## src/rtl/cpu_pkg.sv

```systemverilog
// Shared definitions for the MIPS pipeline: immediate-extension encodings,
// ALU opcodes and the control bundle carried from ID into EX.
package cpu_pkg;

    localparam int ALU_OPW = 4;

    // Immediate extension selector; the fourth code is reserved and behaves as zero-extend
    typedef enum logic [1:0] {
        EXT_ZERO = 2'b00,
        EXT_SIGN = 2'b01,
        EXT_LUI  = 2'b10,
        EXT_RSVD = 2'b11
    } ext_op_e;

    // ALU operation encodings understood by the EX stage
    localparam logic [ALU_OPW-1:0] ALU_ADD = 4'h0;
    localparam logic [ALU_OPW-1:0] ALU_SUB = 4'h1;
    localparam logic [ALU_OPW-1:0] ALU_AND = 4'h2;
    localparam logic [ALU_OPW-1:0] ALU_OR  = 4'h3;
    localparam logic [ALU_OPW-1:0] ALU_XOR = 4'h4;
    localparam logic [ALU_OPW-1:0] ALU_NOR = 4'h5;
    localparam logic [ALU_OPW-1:0] ALU_SLT = 4'h6;
    localparam logic [ALU_OPW-1:0] ALU_SLL = 4'h7;
    localparam logic [ALU_OPW-1:0] ALU_SRL = 4'h8;
    localparam logic [ALU_OPW-1:0] ALU_SRA = 4'h9;
    localparam logic [ALU_OPW-1:0] ALU_LUI = 4'hA;

    // Control bits that travel alongside the instruction into EX
    typedef struct packed {
        logic [ALU_OPW-1:0] alu_op;
        logic               alu_src;
        logic               reg_write;
        logic               mem_read;
        logic               mem_write;
        logic               mem_to_reg;
    } ctrl_t;

    // A bubble must never write registers or touch memory
    localparam ctrl_t BUBBLE = '0;

endpackage

```

## src/rtl/imm_ext.sv

```systemverilog
// 16-bit immediate extension: zero, sign or LUI placement into 32 bits.
module imm_ext
    import cpu_pkg::*;
(
    input  logic [15:0] imm16,
    input  logic [1:0]  ext_op,
    output logic [31:0] imm32
);

    // Pick the extension form; the reserved code falls back to zero-extend
    always_comb begin
        imm32 = {16'b0, imm16};
        case (ext_op)
            EXT_SIGN: imm32 = {{16{imm16[15]}}, imm16};
            EXT_LUI:  imm32 = {imm16, 16'b0};
            default:  imm32 = {16'b0, imm16};
        endcase
    end

endmodule

```

## src/rtl/id_ex_stage.sv

```systemverilog
// ID/EX pipeline register. Captures operands, register addresses, the
// extended immediate and control for EX, with stall (hold) and flush (bubble).
// Operands are bypassed from WB on load and refreshed from WB while held so a
// stalled instruction never carries stale register data.
module id_ex_stage
    import cpu_pkg::*;
#(
    parameter int DW     = 32,
    parameter int AW     = 5,
    parameter int ALUOPW = ALU_OPW
)
(
    input  logic              clk,
    input  logic              rst_n,
    input  logic              id_valid,
    input  logic [DW-1:0]     id_pc,
    input  logic [DW-1:0]     id_rs_data,
    input  logic [DW-1:0]     id_rt_data,
    input  logic [15:0]       id_imm16,
    input  logic [AW-1:0]     id_rs,
    input  logic [AW-1:0]     id_rt,
    input  logic [AW-1:0]     id_rd,
    input  logic [1:0]        id_ext_op,
    input  logic [ALUOPW-1:0] id_alu_op,
    input  logic              id_alu_src,
    input  logic              id_reg_dst,
    input  logic              id_reg_write,
    input  logic              id_mem_read,
    input  logic              id_mem_write,
    input  logic              id_mem_to_reg,
    input  logic              stall,
    input  logic              flush,
    input  logic              wb_we,
    input  logic [AW-1:0]     wb_waddr,
    input  logic [DW-1:0]     wb_wdata,
    output logic              ex_valid,
    output logic [DW-1:0]     ex_pc,
    output logic [DW-1:0]     ex_rs_data,
    output logic [DW-1:0]     ex_rt_data,
    output logic [DW-1:0]     ex_imm,
    output logic [AW-1:0]     ex_rs,
    output logic [AW-1:0]     ex_rt,
    output logic [AW-1:0]     ex_wreg,
    output logic [ALUOPW-1:0] ex_alu_op,
    output logic              ex_alu_src,
    output logic              ex_reg_write,
    output logic              ex_mem_read,
    output logic              ex_mem_write,
    output logic              ex_mem_to_reg
);

    logic [31:0] id_imm32;
    ctrl_t       id_ctrl;
    ctrl_t       ex_ctrl;
    logic        wb_hit;
    logic        byp_rs;
    logic        byp_rt;
    logic        ref_rs;
    logic        ref_rt;

    imm_ext u_imm_ext (
        .imm16  (id_imm16),
        .ext_op (id_ext_op),
        .imm32  (id_imm32)
    );

    // Build the incoming control bundle; an invalid ID slot may not write or touch memory
    always_comb begin
        id_ctrl            = BUBBLE;
        id_ctrl.alu_op     = id_alu_op;
        id_ctrl.alu_src    = id_alu_src;
        id_ctrl.reg_write  = id_reg_write & id_valid;
        id_ctrl.mem_read   = id_mem_read  & id_valid;
        id_ctrl.mem_write  = id_mem_write & id_valid;
        id_ctrl.mem_to_reg = id_mem_to_reg;
    end

    // WB forwarding matches: load-time bypass against ID addresses, hold-time refresh against EX addresses; $0 never matches
    always_comb begin
        wb_hit = wb_we && (wb_waddr != '0);
        byp_rs = wb_hit && (wb_waddr == id_rs);
        byp_rt = wb_hit && (wb_waddr == id_rt);
        ref_rs = ex_valid && wb_hit && (wb_waddr == ex_rs);
        ref_rt = ex_valid && wb_hit && (wb_waddr == ex_rt);
    end

    // Pipeline register with priority flush > stall > load
    always_ff @(posedge clk or negedge rst_n) begin
        if (!rst_n) begin
            ex_valid   <= 1'b0;
            ex_pc      <= '0;
            ex_rs_data <= '0;
            ex_rt_data <= '0;
            ex_imm     <= '0;
            ex_rs      <= '0;
            ex_rt      <= '0;
            ex_wreg    <= '0;
            ex_ctrl    <= BUBBLE;
        end else if (flush) begin
            ex_valid   <= 1'b0;
            ex_pc      <= '0;
            ex_rs_data <= '0;
            ex_rt_data <= '0;
            ex_imm     <= '0;
            ex_rs      <= '0;
            ex_rt      <= '0;
            ex_wreg    <= '0;
            ex_ctrl    <= BUBBLE;
        end else if (stall) begin
            if (ref_rs) begin
                ex_rs_data <= wb_wdata;
            end
            if (ref_rt) begin
                ex_rt_data <= wb_wdata;
            end
        end else begin
            ex_valid   <= id_valid;
            ex_pc      <= id_pc;
            ex_rs_data <= byp_rs ? wb_wdata : id_rs_data;
            ex_rt_data <= byp_rt ? wb_wdata : id_rt_data;
            ex_imm     <= id_imm32;
            ex_rs      <= id_rs;
            ex_rt      <= id_rt;
            ex_wreg    <= id_reg_dst ? id_rd : id_rt;
            ex_ctrl    <= id_ctrl;
        end
    end

    assign ex_alu_op     = ex_ctrl.alu_op;
    assign ex_alu_src    = ex_ctrl.alu_src;
    assign ex_reg_write  = ex_ctrl.reg_write;
    assign ex_mem_read   = ex_ctrl.mem_read;
    assign ex_mem_write  = ex_ctrl.mem_write;
    assign ex_mem_to_reg = ex_ctrl.mem_to_reg;

endmodule

```

## config.mk

```make
export PLATFORM = sky130hd
export DESIGN_NAME = id_ex_stage
export DESIGN_NICKNAME = d
export VERILOG_FILES = /design/src/rtl/cpu_pkg.sv /design/src/rtl/imm_ext.sv /design/src/rtl/id_ex_stage.sv
export SDC_FILE = /design/constraint.sdc
export NUM_CORES = 1
export LEC_CHECK = 0
export ABC_AREA = 0
export CAP_MARGIN = 25
export CORE_MARGIN = 1
export CORE_UTILIZATION = 42
export DETAILED_ROUTE_END_ITERATION = 7
export HOLD_SLACK_MARGIN = 0.1
export PLACE_DENSITY_LB_ADDON = 0.15
export SYNTH_ARGS = -nofsm -noshare
export SYNTH_HDL_FRONTEND = slang
export SYNTH_HIERARCHICAL = 1
export SYNTH_SLANG_ARGS = --single-unit
```

## constraint.sdc

```tcl
create_clock -name clk -period 2.3 [get_ports clk]
set_clock_uncertainty 0.2 [all_clocks]
set_input_delay 0.69 -clock clk [delete_from_list [all_inputs] [get_ports clk]]
set_output_delay 0.69 -clock clk [all_outputs]
set_load 0.02 [all_outputs]
```

==> results of run 1 <==
==> synthesized netlist by cell type, drive strengths merged, types with 3 or more instances <==
library cell  instances
o2bb2a               17
xnor2                 4
clkbuf               27
buf                  33
xor2                 16
nor2                101
inv                   3
nor4                  4
mux2i                85
a21oi                23
nor2b                17
nand2                87
o2bb2ai              46
dfrtp               153
a221o                46
nand3                21
==> worst paths after layout <==
check | endpoint | slack [ps] | cells after the start
setup / recovery | ex_rt_data[22]$_DFFE_PN0P_ | -30 | 9
hold / removal | ex_rs_data[14]$_DFFE_PN0P_ | 290 | 2
setup reg to reg | ex_rt_data[25]$_DFFE_PN0P_ | 230 | 7
hold reg to reg | ex_rs_data[14]$_DFFE_PN0P_ | 290 | 2
max in group asynchronous | ex_wreg[1]$_DFFE_PN0P_ | 730 | 3
min in group asynchronous | ex_rs_data[12]$_DFFE_PN0P_ | 600 | 2
==> cell families after synthesis <==
kind of cell,count (synthesis),synth area share
compound gates,141,0.165
xor+xnor,20,0.0235
fa+ha+maj,2,0.00335
buf+inv,63,0.0446
flops,153,0.513
mux,85,0.114
simple gates,237,0.137
==> what timing repair did <==
action,in CTS,in global routing
cloned,3,2
resized for setup,99,107
endpoints found under the setup margin,124,130
pin swaps,6,6
hold endpoints to repair,44,0
hold buffers,1,0
buffers inserted,7,4
==> through the flow <==
step	power (W)	instance area [sq um]	setup WS [ps]
3_3_place_gp	0.00448	11600	-733
5_1_grt	0.00756	12700	-58.0
3_5_place_dp	0.00450	11600	-770
2_1_floorplan	0.00358	7500	-167
4_1_cts	0.00736	12300	-4.42
6_report	0.00729	12700	-26.6
==> layout by cell type, fill, tap and decap left out, types with 20 or more instances in the layout <==
cell,Yosys,layout
nand2_1,86,86
dfrtp_1,153,153
dlymetal6s2s_1,0,81
o2bb2ai_1,46,27
nor2_1,100,99
a221o_1,46,46
a21oi_1,23,23
clkdlybuf4s50_1,0,181
buf_4,2,54
dlygate4sd2_1,0,64
mux2i_1,85,85
nand3_1,21,20
==> layout make-up <==
cell class,instances,area (sq um)
timing repair buffer,418,4440
clock inverter,13,170
multi-input combinational,485,3570
sequential,153,3830
inverter,3,11.3
tap,225,282
clock buffer,19,433
antenna,3,7.51
fill,1209,4610
==> worst reg2reg max path, stage by stage (launching register included) <==
cell      delay [ps]
dfrtp_1          410
xor2_1           170
nor4_2           280
buf_4            170
nand3_1          130
buf_12           210
o2bb2a_1         340
nand3_1           90
==> layer usage <==
layer	global-route usage	share of wire	vias to the layer above	routed length, microns
li1	-	-	3283	-
met1	0.344	0.40	3423	10200
met2	0.449	0.49	363	12500
met3	0.0823	0.093	45	2390
met4	0.0993	0.026	2	662
met5	0	0.00050	-	13
==> power groups by stage <==
stage	sequential [W]	combinational, W	clock (W)
CTS	0.00293	0.00150	0.00293
detailed placement	0.00298	0.00152	0
global placement	0.00298	0.00151	0
floorplan	0.00315	0.000423	0
finish	0.00293	0.00149	0.00287
global route	0.00294	0.00158	0.00303
==> impl_metrics.toml, run 1 <==
[outcome]
outcome = "complete, but fails checks"
violations = "negative setup slack"

[global_route]
grtUsageTotal = 0.275
grt_max_degree = 97
antenna_found_initial = 3
grt_pass1_vias = 7002
grt_overflow = 0
grt_pass1_wl_mm = 38.6

[timing]
layout_setup_ws_ps = -26.6
fin_crit_ps = 2330
fin_setup_tns_ps = -146
rsz0062_at_grt = "yes"
whs_ps = 285
drv_slew = 0
finalCritPeriodShare = 1.01
setup_viol = 10
tightest_slew_ps = 681
slew_headroom = 0.546
hold_viol_final = 0
fmax_ghz = 0.430

[power_and_ir_drop]
p_comb_frac = 0.204
seq_power_share = 0.402
p_leak_nw = 6.98
switching_power_w = 0.00198
p_int_w = 0.00531
ir_worst_vdd_mv = 0.524
p_clk_frac = 0.394
powerDensity_mw_per_mm2 = 572
switching_share = 0.271

[setup_path]
crit_arrival_ps = 2420
critPathRequiredTime_ps = 2390
startpoint_type = "input pin"
cp_top_family = "simple AND/OR/NAND/NOR gates"
crit_type = "in2reg"
worstReg2RegStart = "ex_rt[0]$_DFFE_PN0P_"
crit_top_cell = "buf_6"
cpPeakStageDelay_ps = 540
path_buf_inv = 4
startpoint = "wb_waddr[4]"
path_max_fanout = 6
end_kind = "flop"
critical_path.cell_chain = "buf_8 > or4_4 > o211ai_4 > buf_6 > nor4b_4 > buf_6 > buf_12 > o2bb2ai_2 > a221o_1"
crit_path_top_delay_cell = "or4_4"

[routing]
routedWlPerCell_microns = 19.5
drt-pass1-iter-count = 4
drt_iter0_drc = 479
drt-total-wl_mm = 25.8
via_per_inst = 5.39
vias = 7116
ant_nets = 0
route.detailed.drc = 0

[floorplan]
initial_utilization = 0.430
die_h_microns = 135
rows = 48
die_x_microns = 135
dieArea_sq_mm = 0.0183
core_area_sq_mm = 0.0174
num_io_pins = 335

[yosys]
yosysUniqueCellTypes = 37
syn_area_sq_mm = 0.00747
yosysTopAreaCell = "dfrtp_1"
async_flop_share = 1.00
synth_edf_count = 0
synthTopCellsByArea = "dfrtp_1 (51%), mux2i_1 (11%), a221o_1 (6.2%)"
synth_top_area_frac = 0.513
syn-num-nets = 885
yosysSeqAreaShare = 0.513
ys.flop_type = "dfrtp_1"
netlist_instances = 701
yosys_warnings = 6
ys_ff_latch = 153
avgSynthCellArea_sq_um = 10.7

[final_layout]
final_cells = 1319
fin_util = 0.734
area_delta_synth_final_pct = 70.7
layout-drive-gt1-share = 0.142
nets = 1262

[clock_tree]
numCtsBuffers = 17
clock-sinks = 153
htreeDepth = 4
cts_tree = "yes"
cts_buffer_depth = 2
cts.clk_slew.worst_paths_ps = 60
clock_latency_ps = 420
cts-root-buf = "clkbuf_16"

[place]
dpl.hpwl_mm = 17.6
port_buffers = 334
placedCellCount = 1271
gp_congestion = 0.831

[worst_hold_path]
worst_hold_startpoint = "ex_rs_data[14]$_DFFE_PN0P_"
hold_path.class = "reg2reg"

[run]
drv_cap = 0
Note: power is estimated with default switching activity, not from simulation.
==> inputs of run 2 (changes only) <==
--- a/config.mk
+++ b/config.mk
@@ -12,6 +12,7 @@
 export DETAILED_ROUTE_END_ITERATION = 7
 export HOLD_SLACK_MARGIN = 0.1
 export PLACE_DENSITY_LB_ADDON = 0.15
+export SKIP_CTS_REPAIR_TIMING = 1
 export SYNTH_ARGS = -nofsm -noshare
 export SYNTH_HDL_FRONTEND = slang
 export SYNTH_HIERARCHICAL = 1
==> impl_metrics.toml, run 2 (synthesized netlist as in run 1, its figures left out) <==
[timing]
drv_slew = 0
rsz0062_at_grt = "yes"
setup_viol = 0
slew_headroom = 0.557
hold_viol_final = 0
fin_crit_ps = 2290
fmax_ghz = 0.436
finalCritPeriodShare = 0.997
tightest_slew_ps = 664
layout_setup_ws_ps = 6.25
fin_setup_tns_ps = 0
whs_ps = 286

[clock_tree]
htreeDepth = 4
cts.clk_slew.worst_paths_ps = 60
cts_tree = "yes"
cts_buffer_depth = 2
cts-root-buf = "clkbuf_16"
numCtsBuffers = 17
clock_latency_ps = 420
clock-sinks = 153

[global_route]
grt_pass1_vias = 6897
grt_overflow = 0
grt_max_degree = 97
grt_pass1_wl_mm = 37.6
grtUsageTotal = 0.268
antenna_found_initial = 6

[routing]
route.detailed.drc = 0
via_per_inst = 5.40
ant_nets = 0
drt-pass1-iter-count = 5
drt_iter0_drc = 449
routedWlPerCell_microns = 19.6
drt-total-wl_mm = 25.8
vias = 7109

[floorplan]
num_io_pins = 335
core_area_sq_mm = 0.0174
dieArea_sq_mm = 0.0183
die_h_microns = 135
initial_utilization = 0.430
rows = 48
die_x_microns = 135

[place]
gp_congestion = 0.831
place_area_sq_mm = 0.0116
port_buffers = 334
dpl.hpwl_mm = 17.6
dp_worst_setup_slack_ps = -770

[power_and_ir_drop]
p_int_w = 0.00535
powerDensity_mw_per_mm2 = 574
p_comb_frac = 0.209
switching_share = 0.271
seq_power_share = 0.399
switching_power_w = 0.00199
ir_worst_vdd_mv = 0.525
p_clk_frac = 0.393
p_leak_nw = 7.71

[final_layout]
fin_area_sq_mm = 0.0128
layout-drive-gt1-share = 0.131
final_common_cell = "clkdlybuf4s50_1"
fin_util = 0.737
area_delta_synth_final_pct = 71.2
nets = 1259
mostFrequentLayoutCells = "clkdlybuf4s50_1 (179), dfrtp_1 (153), dlymetal6s2s_1 (148)"

[setup_path]
crit_arrival_ps = 2390
crit_cells = 8
startpoint_type = "input pin"
critPathRequiredTime_ps = 2390
worstReg2RegStart = "ex_rt[0]$_DFFE_PN0P_"
crit_path_top_delay_cell = "or4_4"
cpPeakStageDelay_ps = 550
startpoint = "wb_waddr[1]"
reg2reg_depth = 7
critical_path.cell_chain = "buf_2 > or4_4 > o211ai_4 > buf_4 > nor4b_4 > buf_12 > o2bb2ai_1 > a221o_1"
cp_top_family = "compound AO/OA/AOI/OAI gates"
end_kind = "flop"
path_buf_inv = 3
crit_type = "in2reg"
path_max_fanout = 22

[worst_hold_path]
worst_hold_startpoint = "ex_rs_data[14]$_DFFE_PN0P_"
hold_path.class = "reg2reg"
worstHoldPathCells = 2

[run]
drv_cap = 0

[outcome]
outcome = "completed"
[run 2: cell type report]
cell class | count | area (sq um)
Clock inverter | 13 | 170
Fill cell | 1199 | 4570
Tap cell | 225 | 282
Antenna cell | 3 | 7.51
Sequential cell | 153 | 3830
Timing Repair Buffer | 415 | 4610
Multi-Input combinational cell | 485 | 3440
Clock buffer | 19 | 433
Inverter | 3 | 11.3
[run 2: power by group through the flow]
stage	Combinational (W)	Sequential (W)	Clock, W
after detailed placement	0.00152	0.00298	0
after global routing	0.00163	0.00294	0.00303
after global placement	0.00151	0.00298	0
after CTS	0.00153	0.00293	0.00293
final	0.00153	0.00293	0.00288
after floorplan	0.000423	0.00315	0
[run 2: final timing paths]
kind / endpoint / slack (ps)
setup / recovery: ex_rt_data[5]$_DFFE_PN0P_ / 6
hold / removal: ex_rs_data[14]$_DFFE_PN0P_ / 290
setup reg to reg: ex_rt_data[29]$_DFFE_PN0P_ / 190
hold reg to reg: ex_rs_data[14]$_DFFE_PN0P_ / 290
max in group asynchronous: ex_imm[18]$_DFFE_PN0P_ / 730
min in group asynchronous: ex_rs_data[12]$_DFFE_PN0P_ / 600
[run 2: worst reg2reg max path, delay by kind of cell, from the launching register on]
kind,cells,cell delay [ps]
compound gates,1,320
xor+xnor,1,160
buf+inv,2,390
flops,1,410
simple gates,3,550
[run 2: stage by stage]
step	power, W	cells
global placement	0.00448	1271
detailed placement	0.00450	1271
finish	0.00734	1316
CTS	0.00739	1303
floorplan	0.00358	701
global route	0.00760	1316
[run 2: routing by layer]
| metal | track usage | vias to the layer above | routed length [microns] |
|---|---|---|---|
| li1 | - | 3276 | - |
| met1 | 0.338 | 3436 | 10300 |
| met2 | 0.427 | 347 | 12600 |
| met3 | 0.0853 | 46 | 2290 |
| met4 | 0.101 | 4 | 647 |
| met5 | 0 | - | 23 |
==> inputs of run 3 (changes only) <==
--- a/config.mk
+++ b/config.mk
@@ -5,11 +5,11 @@
 export SDC_FILE = /design/constraint.sdc
 export NUM_CORES = 1
 export LEC_CHECK = 0
-export ABC_AREA = 0
 export CAP_MARGIN = 25
 export CORE_MARGIN = 1
 export CORE_UTILIZATION = 42
 export DETAILED_ROUTE_END_ITERATION = 7
+export GPL_TIMING_DRIVEN = 0
 export HOLD_SLACK_MARGIN = 0.1
 export PLACE_DENSITY_LB_ADDON = 0.15
 export SKIP_CTS_REPAIR_TIMING = 1
==> impl_metrics.toml, run 3 (synthesized netlist as in run 1, its figures left out) <==
[routing]
ant_nets = 0
vias = 7100
drt-pass1-iter-count = 4
routedWlPerCell_microns = 20.7
via_per_inst = 5.44
drt_iter0_drc = 326
drt-total-wl_mm = 27.0
route.detailed.drc = 0

[setup_path]
end_kind = "flop"
crit_type = "in2reg"
critPathRequiredTime_ps = 2400
path_max_fanout = 8
startpoint = "wb_waddr[0]"
cp-endpoint = "ex_rt_data[2]$_DFFE_PN0P_"
worstReg2RegStart = "ex_rt[2]$_DFFE_PN0P_"
startpoint_type = "input pin"
path_buf_inv = 3
crit_cells = 8
crit_path_top_delay_cell = "or4_4"
reg2reg_depth = 6
crit_arrival_ps = 2450
r2r_end = "ex_rt_data[25]$_DFFE_PN0P_"
critical_path.cell_chain = "buf_12 > or4_4 > o211ai_4 > nor4b_4 > buf_6 > clkbuf_16 > o2bb2ai_4 > a221o_1"
regToRegSetupSlack_ps = 130
cpPeakStageDelay_ps = 560
cp_top_family = "compound AO/OA/AOI/OAI gates"

[place]
dpl.hpwl_mm = 18.5
gp_congestion = 0.851
port_buffers = 327

[power_and_ir_drop]
powerDensity_mw_per_mm2 = 562
seq_power_share = 0.400
ir_worst_vdd_mv = 0.540
switching_share = 0.277
p_leak_nw = 7.78
p_int_w = 0.00530
switching_power_w = 0.00203
p_clk_frac = 0.395
p_comb_frac = 0.205

[clock_tree]
cts-root-buf = "clkbuf_16"
cts_buffer_depth = 2
cts_tree = "yes"
cts.clk_slew.worst_paths_ps = 70
numCtsBuffers = 17
htreeDepth = 4
clock-sinks = 153
clock_latency_ps = 420

[timing]
layout_setup_ws_ps = -47.0
setup_viol = 29
fmax_ghz = 0.426
rsz0062_at_grt = "yes"
hold_viol_final = 0
fin_setup_tns_ps = -435
drv_slew = 0
fin_crit_ps = 2350
slew_headroom = 0.489
tightest_slew_ps = 766
finalCritPeriodShare = 1.02

[floorplan]
dieArea_sq_mm = 0.0183
die_h_microns = 135
num_io_pins = 335
core_area_sq_mm = 0.0174
die_x_microns = 135
initial_utilization = 0.430
rows = 48

[global_route]
grt_overflow = 0
grt_max_degree = 89
grt_pass1_vias = 6845
grtUsageTotal = 0.270
antenna_found_initial = 4
grt_pass1_wl_mm = 37.5

[final_layout]
nets = 1249
mostFrequentLayoutCells = "clkdlybuf4s50_1 (172), dlymetal6s2s_1 (154), dfrtp_1 (153)"
final_common_cell = "clkdlybuf4s50_1"
fin_util = 0.750
area_delta_synth_final_pct = 74.4
layout-drive-gt1-share = 0.148

[run]
drv_cap = 0

[outcome]
violations = "negative setup slack"
outcome = "complete, but fails checks"

[worst_hold_path]
hold_path.class = "reg2reg"
run 3: changes by cell type in the layout (fill, tap and decap cells not counted), moves of 5 or more:
cell and change:
buf_2 +10, o2bb2ai_2 +15, clkdlybuf4s50_1 -7, buf_6 +11
buf_8 +5, o2bb2ai_1 -33, buf_12 -17, dlymetal6s2s_1 +6
o2bb2ai_4 +18, clkbuf_1 +12, clkbuf_2 +5, clkbuf_4 +6
buf_4 -45
run 3: metrics by stage:
stage          hold slack [ps]  power, W  setup slack (ps)  instance area, sq um  cells
3_3_place_gp               275   0.00438             -6140                 11100   1253
6_report                   292   0.00732             -47.0                 13000   1305
4_1_cts                   19.2   0.00729              -654                 11700   1286
5_1_grt                    320   0.00759              -114                 13000   1304
2_1_floorplan              194   0.00358              -167                  7500    701
3_5_place_dp               280   0.00440             -1080                 11100   1254
run 3: how the worst min path moves through the flow:
stage,slack (ps),startpoint,depth (start not counted),endpoint
2_1_floorplan,190,rst_n,0,ex_alu_op[0]$_DFFE_PN0P_
3_3_place_gp,270,ex_rs_data[16]$_DFFE_PN0P_,2,ex_rs_data[16]$_DFFE_PN0P_
3_5_place_dp,280,ex_rs_data[6]$_DFFE_PN0P_,2,ex_rs_data[6]$_DFFE_PN0P_
4_1_cts,20,rst_n,1,ex_rt_data[12]$_DFFE_PN0P_
5_1_grt,320,ex_rt_data[1]$_DFFE_PN0P_,1,ex_rt_data[1]$_DFFE_PN0P_
6_report,290,ex_rs_data[31]$_DFFE_PN0P_,2,ex_rs_data[31]$_DFFE_PN0P_
run 3: worst min-delay path: cells and delay by family, from the launching register on:
kind	cells	cell delay [ps]
DFF	1	340
and+or+nand+nor	2	120
run 3: layer usage:
layer | part of all wire | wire length, microns | track usage | vias to the layer above
met2 | 0.51 | 13700 | 0.455 | 312
met1 | 0.38 | 10100 | 0.329 | 3484
li1 | - | - | - | 3252
met5 | 0.0013 | 34 | 0 | -
met4 | 0.022 | 587 | 0.0818 | 4
met3 | 0.091 | 2450 | 0.0864 | 48
run 3: power by group through the flow:
stage	Combinational (W)	Sequential (W)	Clock, W
3_3_place_gp	0.00141	0.00297	0
4_1_cts	0.00143	0.00293	0.00293
6_report	0.00150	0.00293	0.00290
5_1_grt	0.00160	0.00294	0.00305
2_1_floorplan	0.000423	0.00315	0
3_5_place_dp	0.00142	0.00298	0
run 3: area by class of cell:
type,count,area [sq um]
Inverter,3,11.3
Buffer,59,428
Multi-Input combinational cell,485,3960
Clock inverter,14,173
Fill cell,1169,4330
Antenna cell,2,5.00
Sequential cell,153,3830
Timing Repair Buffer,346,3910
Clock buffer,18,429
Tap cell,225,282
